===== src/rtl/btb.sv =====
// ---------------------------------------------------------------------------
// btb - branch target buffer for the IF stage of the RV32IM pipeline.
//
// A 2-way set-associative table. Each entry holds a valid bit, a tag, a
// target and a 2-bit saturating direction counter. Each set has one LRU bit
// that names the way to evict next. The fetch PC is looked up
// combinationally. Branches resolved in EX update the table synchronously.
//
// Ports:
//   clk            rising-edge clock
//   rst            synchronous active-high reset (clears every entry and LRU)
//   pc             fetch PC to look up
//   update_pc      PC of the resolved branch
//   update         resolved-branch write strobe (one update per cycle)
//   update_target  resolved taken target
//   mispredicted   1 = resolved not-taken, 0 = resolved taken to update_target
//   target_pc      predicted target on hit, else 0
//   valid          lookup hit
//   predictedTaken hit and counter MSB set
// ---------------------------------------------------------------------------
module btb #(
    parameter int SETS = 8,
    parameter int XLEN = 32
) (
    input  logic            clk,
    input  logic            rst,
    input  logic [XLEN-1:0] pc,
    input  logic [XLEN-1:0] update_pc,
    input  logic            update,
    input  logic [XLEN-1:0] update_target,
    input  logic            mispredicted,
    output logic [XLEN-1:0] target_pc,
    output logic            valid,
    output logic            predictedTaken
);
    localparam int INDEX_W = $clog2(SETS);
    localparam int TAG_W   = XLEN - INDEX_W - 2;

    // Entry storage, indexed [way][set]
    logic               r_valid  [2][SETS];
    logic [TAG_W-1:0]   r_tag    [2][SETS];
    logic [XLEN-1:0]    r_target [2][SETS];
    logic [1:0]         r_ctr    [2][SETS];
    logic               r_lru    [SETS];

    function automatic logic [1:0] sat_inc(input logic [1:0] c);
        return (c == 2'b11) ? 2'b11 : c + 2'b01;
    endfunction

    function automatic logic [1:0] sat_dec(input logic [1:0] c);
        return (c == 2'b00) ? 2'b00 : c - 2'b01;
    endfunction

    // The low two PC bits never select anything in the table
    logic w_unused_lo;
    assign w_unused_lo = ^{pc[1:0], update_pc[1:0]};

    // ---------------- lookup (combinational, no state change) -------------
    logic [INDEX_W-1:0] w_idx;
    logic [TAG_W-1:0]   w_tag;
    logic               w_hit0, w_hit1, w_hit, w_way;

    assign w_idx  = pc[INDEX_W+1:2];
    assign w_tag  = pc[XLEN-1:INDEX_W+2];
    assign w_hit0 = r_valid[0][w_idx] && (r_tag[0][w_idx] == w_tag);
    assign w_hit1 = r_valid[1][w_idx] && (r_tag[1][w_idx] == w_tag);
    assign w_hit  = w_hit0 | w_hit1;
    // Tags never duplicate within a set, so way1 hitting identifies the way
    assign w_way  = w_hit1;

    assign valid          = w_hit;
    assign target_pc      = w_hit ? r_target[w_way][w_idx] : '0;
    assign predictedTaken = w_hit & r_ctr[w_way][w_idx][1];

    // ---------------- update-side decode ---------------------------------
    logic [INDEX_W-1:0] w_u_idx;
    logic [TAG_W-1:0]   w_u_tag;
    logic               w_u_hit0, w_u_hit1, w_u_hit, w_u_way, w_victim;

    assign w_u_idx  = update_pc[INDEX_W+1:2];
    assign w_u_tag  = update_pc[XLEN-1:INDEX_W+2];
    assign w_u_hit0 = r_valid[0][w_u_idx] && (r_tag[0][w_u_idx] == w_u_tag);
    assign w_u_hit1 = r_valid[1][w_u_idx] && (r_tag[1][w_u_idx] == w_u_tag);
    assign w_u_hit  = w_u_hit0 | w_u_hit1;
    assign w_u_way  = w_u_hit1;

    // Fill an empty way first (way0 before way1), otherwise evict the LRU way
    always_comb begin
        w_victim = r_lru[w_u_idx];
        if (!r_valid[0][w_u_idx])
            w_victim = 1'b0;
        else if (!r_valid[1][w_u_idx])
            w_victim = 1'b1;
    end

    // ---------------- state update ---------------------------------------
    always_ff @(posedge clk) begin
        if (rst) begin
            for (int s = 0; s < SETS; s++) begin
                r_lru[s] <= 1'b0;
                for (int w = 0; w < 2; w++) begin
                    r_valid[w][s]  <= 1'b0;
                    r_tag[w][s]    <= '0;
                    r_target[w][s] <= '0;
                    r_ctr[w][s]    <= 2'b00;
                end
            end
        end else if (update) begin
            if (w_u_hit) begin
                if (mispredicted) begin
                    r_ctr[w_u_way][w_u_idx] <= sat_dec(r_ctr[w_u_way][w_u_idx]);
                end else begin
                    r_ctr[w_u_way][w_u_idx]    <= sat_inc(r_ctr[w_u_way][w_u_idx]);
                    r_target[w_u_way][w_u_idx] <= update_target;
                end
                r_lru[w_u_idx] <= ~w_u_way;
            end else if (!mispredicted) begin
                // A not-taken branch that misses is not worth allocating
                r_valid[w_victim][w_u_idx]  <= 1'b1;
                r_tag[w_victim][w_u_idx]    <= w_u_tag;
                r_target[w_victim][w_u_idx] <= update_target;
                r_ctr[w_victim][w_u_idx]    <= 2'b10;
                r_lru[w_u_idx]              <= ~w_victim;
            end
        end
    end

endmodule


===== config.mk =====
export PLATFORM = sky130hd
export DESIGN_NAME = btb
export DESIGN_NICKNAME = d
export VERILOG_FILES = /design/src/rtl/btb.sv
export SDC_FILE = /design/constraint.sdc
export NUM_CORES = 2
export LEC_CHECK = 0
export BUFFER_PORTS_ARGS = -buffer_cell sky130_fd_sc_hd__clkbuf_2
export CORE_MARGIN = 2
export CORE_UTILIZATION = 40
export DETAILED_ROUTE_END_ITERATION = 8
export GPL_TIMING_DRIVEN = 1
export HOLD_SLACK_MARGIN = 0.1
export PLACE_DENSITY = 0.6
export SYNTH_ARGS = -nofsm -noshare
export SYNTH_HDL_FRONTEND = slang
export SYNTH_SLANG_ARGS = --single-unit

===== constraint.sdc =====
create_clock -name clk -period 6.5 [get_ports clk]
set_clock_uncertainty 0.2 [all_clocks]
set_input_delay 0.325 -clock clk [delete_from_list [all_inputs] [get_ports clk]]
set_output_delay 0.325 -clock clk [all_outputs]
set_load 0.005 [all_outputs]

==> flow_summary.toml <==
[clock_tree]
clock-sinks = 1000
cts_tree = "built"
cts_htree_levels = 3
clk-insertion-delay-late_ps = 760
cts.clk_slew.worst_paths_ps = 60
ctsHoldBuffers = 61
clockRootBuffer = "clkbuf_16"
numCtsBuffers = 111
post_cts_resized = 0
clock_path_buffers = 3
post-cts-setup-buffer-count = 0

[routing]
avgViaCountPerCell = 6.02
detail_route.drc_violations = 0
detail_route.wl_per_cell_um = 29.8
first_iter_violations = 4044
drtAntennaViolNets = 0
first_pass_iters = 6
via_count = 34000
drt-total-wl_um = 168000

[timing]
finalSetupTns_ps = 0
hold-worst-slack_ps = 162
setup-violations-final = 0
hold_viol_final = 0
unrepaired_setup_endpoints_after_global_routing = "false"
maxSlewHeadroom_pct = 17.7
post-route-period-util_pct = 90.6
worstMarginPinSlew_ps = 1230
final_max_slew_viol_count = 0
final_critical_path_time_including_i_o_delays_and_setup_ps = 5890
fmax_ghz = 0.170

[pwr]
power.share.sequential_pct = 49.6
max-vdd-ir-drop_v = 0.000210
part_of_the_power_in_the_clock_network_pct = 41.2
power-per-cell-area_nw_per_um2 = 256
comb_power_share_pct = 9.2
p_int_w = 0.0112
leakagePower_nw = 22.2
design_power_total_w = 0.0148
power.net_switching_w = 0.00366
power.switching_fraction_pct = 24.7

[yosys]
synth_sequential_area_ratio_pct = 58.1
synthDominantCellAreaShare_pct = 57.5
syn-instance-count = 3842
synth.lib_cells_used.distinct = 76
ys.warnings.count = 0
postSynthRegisterBits = 1000
postSynthAreaPerCell_um2 = 13.4
synth_area_leaders = "edfxtp_1 (57%), and2_1 (8.4%), mux4_2 (5.9%)"
synth-async-reset-ratio_pct = 0
synth_ff_type = "edfxtp_1"
synth_largest_area_cell = "edfxtp_1"
number_of_enable_type_register_cells_in_the_synthesized_netlist = 984
synth_nets = 3942
synth_area_um2 = 51400

[worst_setup_path]
cp_cell_sequence = "buf_6 > buf_4 > mux4_2 > mux2i_1 > xor2_1 > o2111ai_1 > and4b_1 > and4_4 > buf_12 > mux2_2 > o221ai_1 > o32ai_1 > clkbuf_2"
worst_setup_path_start_kind = "input pin"
data_required_time_at_the_worst_endpoint_ps = 5970
timing.critical_path.fanout_max = 114
cp_data_arrival_time_ps = 5370
crit_path_max_incr_delay_ps = 690
reg2reg_depth = 11
critPathCaptureType = "output pin"
timing.setup.critical_path_class = "in -> out"
slowest_stage = "o32ai_1"

[cells_and_area]
nets = 3990
syn_to_final_growth_pct = 12.8
seq_area_um2 = 29900
n_fill_cell = 11300
multiInputGateArea_um2 = 19900
drive_above_1_share_pct = 21.7

[hold_path]
whs_path_depth = 5
min-delay-path-class = "in -> reg"

[global_route]
overflow = 0
grtUsageTotal_pct = 25.2
grt_pass1_vias = 33600
antenna_found_initial = 10
wire_length_of_the_first_global_routing_pass_um = 240000
grt_start_max_net_pins = 115

[die]
num_io_pins = 134
placeableCoreArea_um2 = 128000
die-area_um2 = 131000
die_h_um = 362
num_rows = 131
initial_core_util_pct = 40.3
die-width_um = 362

[job]
max-cap-violations = 0

[placed_design]
detailedPlacementHpwl_um = 95400
buffer_ports.inserted = 129
place.gp.congestion = 0.874

[status]
outcome = "complete, no violations"
## worst max-delay path, delay by kind of cell
family                    cells  cell delay (ps)
xor gates and xnor gates      1              440
buffers and inverters         4             1790
AOI/OAI and AO/OA             3              990
and+or+nand+nor               2              650
muxes                         3             1000
## cell usage in the layout (no fill, tap or decap), types with 10 or more instances in the layout
cell type / n
a21o_1: 49
a21oi_1: 11
a221oi_1: 40
a22oi_1: 45
and2_1: 692
and3_1: 264
buf_12: 16
buf_4: 130
clkbuf_1: 23
clkbuf_16: 112
clkbuf_2: 123
clkinv_1: 19
clkinv_2: 28
dfxtp_1: 16
dlygate4sd3_1: 61
edfxtp_1: 984
mux2_2: 201
mux2i_1: 253
mux4_2: 135
nand2_1: 32
nand3b_1: 10
nand4_1: 14
nor2_1: 185
nor2b_1: 11
nor3_1: 46
nor3_2: 12
nor4_1: 19
o21ai_0: 29
o221ai_1: 70
o22ai_1: 29
o32ai_1: 33
or2_2: 27
xnor2_1: 65
xor2_1: 23
## cell type report
type	count	share of cell area (%)
flip-flops and latches	1000	51.5
multi-input cells	2437	34.4
clock buffers	135	4.98
repair buffers	333	4.41
well taps	1662	3.59
clock inverters	66	1.02
inverters	7	0.0453
diodes	1	0.00432
## registers in the layout (all words and copies together) (netlist names)
register,count
r_lru,8
r_ctr,32
r_valid,16
r_target,512
r_tag,432
## synth_stat cells, types with 29 or more instances
library cell,n
a21o_1,57
a221oi_1,40
a22oi_1,45
and2_1,692
and3_1,264
buf_2,85
clkbuf_1,240
edfxtp_1,984
mux2_2,201
mux2i_1,253
mux4_2,135
nand2_1,33
nor2_1,189
nor3_1,58
o21ai_0,29
o221ai_1,70
o22ai_1,29
o32ai_1,33
xnor2_1,65
## logic make-up (layout without fill, tap and decap cells)
logic type / after synthesis / in the layout / synth area share, %
xor gates and xnor gates: 88 / 88 / 1.50
muxes: 593 / 593 / 15.3
other: 0 / 1 / 0
buffers and inverters: 405 / 541 / 3.57
DFF: 1000 / 1000 / 58.1
AOI/OAI and AO/OA: 376 / 376 / 5.76
and+or+nand+nor: 1378 / 1378 / 15.7
adders and majority gates: 2 / 2 / 0.0390
## final timing paths
| check | startpoint | endpoint | slack [ps] |
|---|---|---|---|
| max reg2reg | r_tag[0][83]$_SDFFCE_PN0P_ | r_target[1][69]$_SDFFCE_PN0P_ | 1750 |
| min reg2reg | r_valid[0][4]$_DFF_P_ | r_valid[0][4]$_DFF_P_ | 270 |
| max | pc[3] | target_pc[4] | 610 |
| min | mispredicted | r_lru[4]$_SDFFCE_PN0P_ | 160 |
## layer usage
| metal | vias to the layer above | track usage [%] | share of wire, % |
|---|---|---|---|
| li1 | 14500 | - | - |
| met1 | 17300 | 34.3 | 41 |
| met2 | 1736 | 40.6 | 47 |
| met3 | 386 | 4.52 | 8.6 |
| met4 | 4 | 9.20 | 3.8 |
| met5 | - | 0 | 0.020 |
## power by group through the flow
stage	combinational (W)	clock, W	sequential [W]
6_report	0.00136	0.00611	0.00736
3_3_place_gp	0.00130	0	0.00748
5_1_grt	0.00142	0.00641	0.00737
2_1_floorplan	0.000783	0	0.00745
4_1_cts	0.00134	0.00617	0.00735
3_5_place_dp	0.00131	0	0.00749
## stage by stage
stage	instances	cell area (um^2)	utilization, %	setup WS [ps]
after floorplan	3842	51400	-	2200
after global placement	5378	53900	42.2	598
after detailed placement	5378	53900	42.2	610
after CTS	5640	58000	45.4	594
after global routing	5640	58000	45.4	214
final	5641	58000	45.5	608
Note: power is estimated with default switching activity, not from simulation.
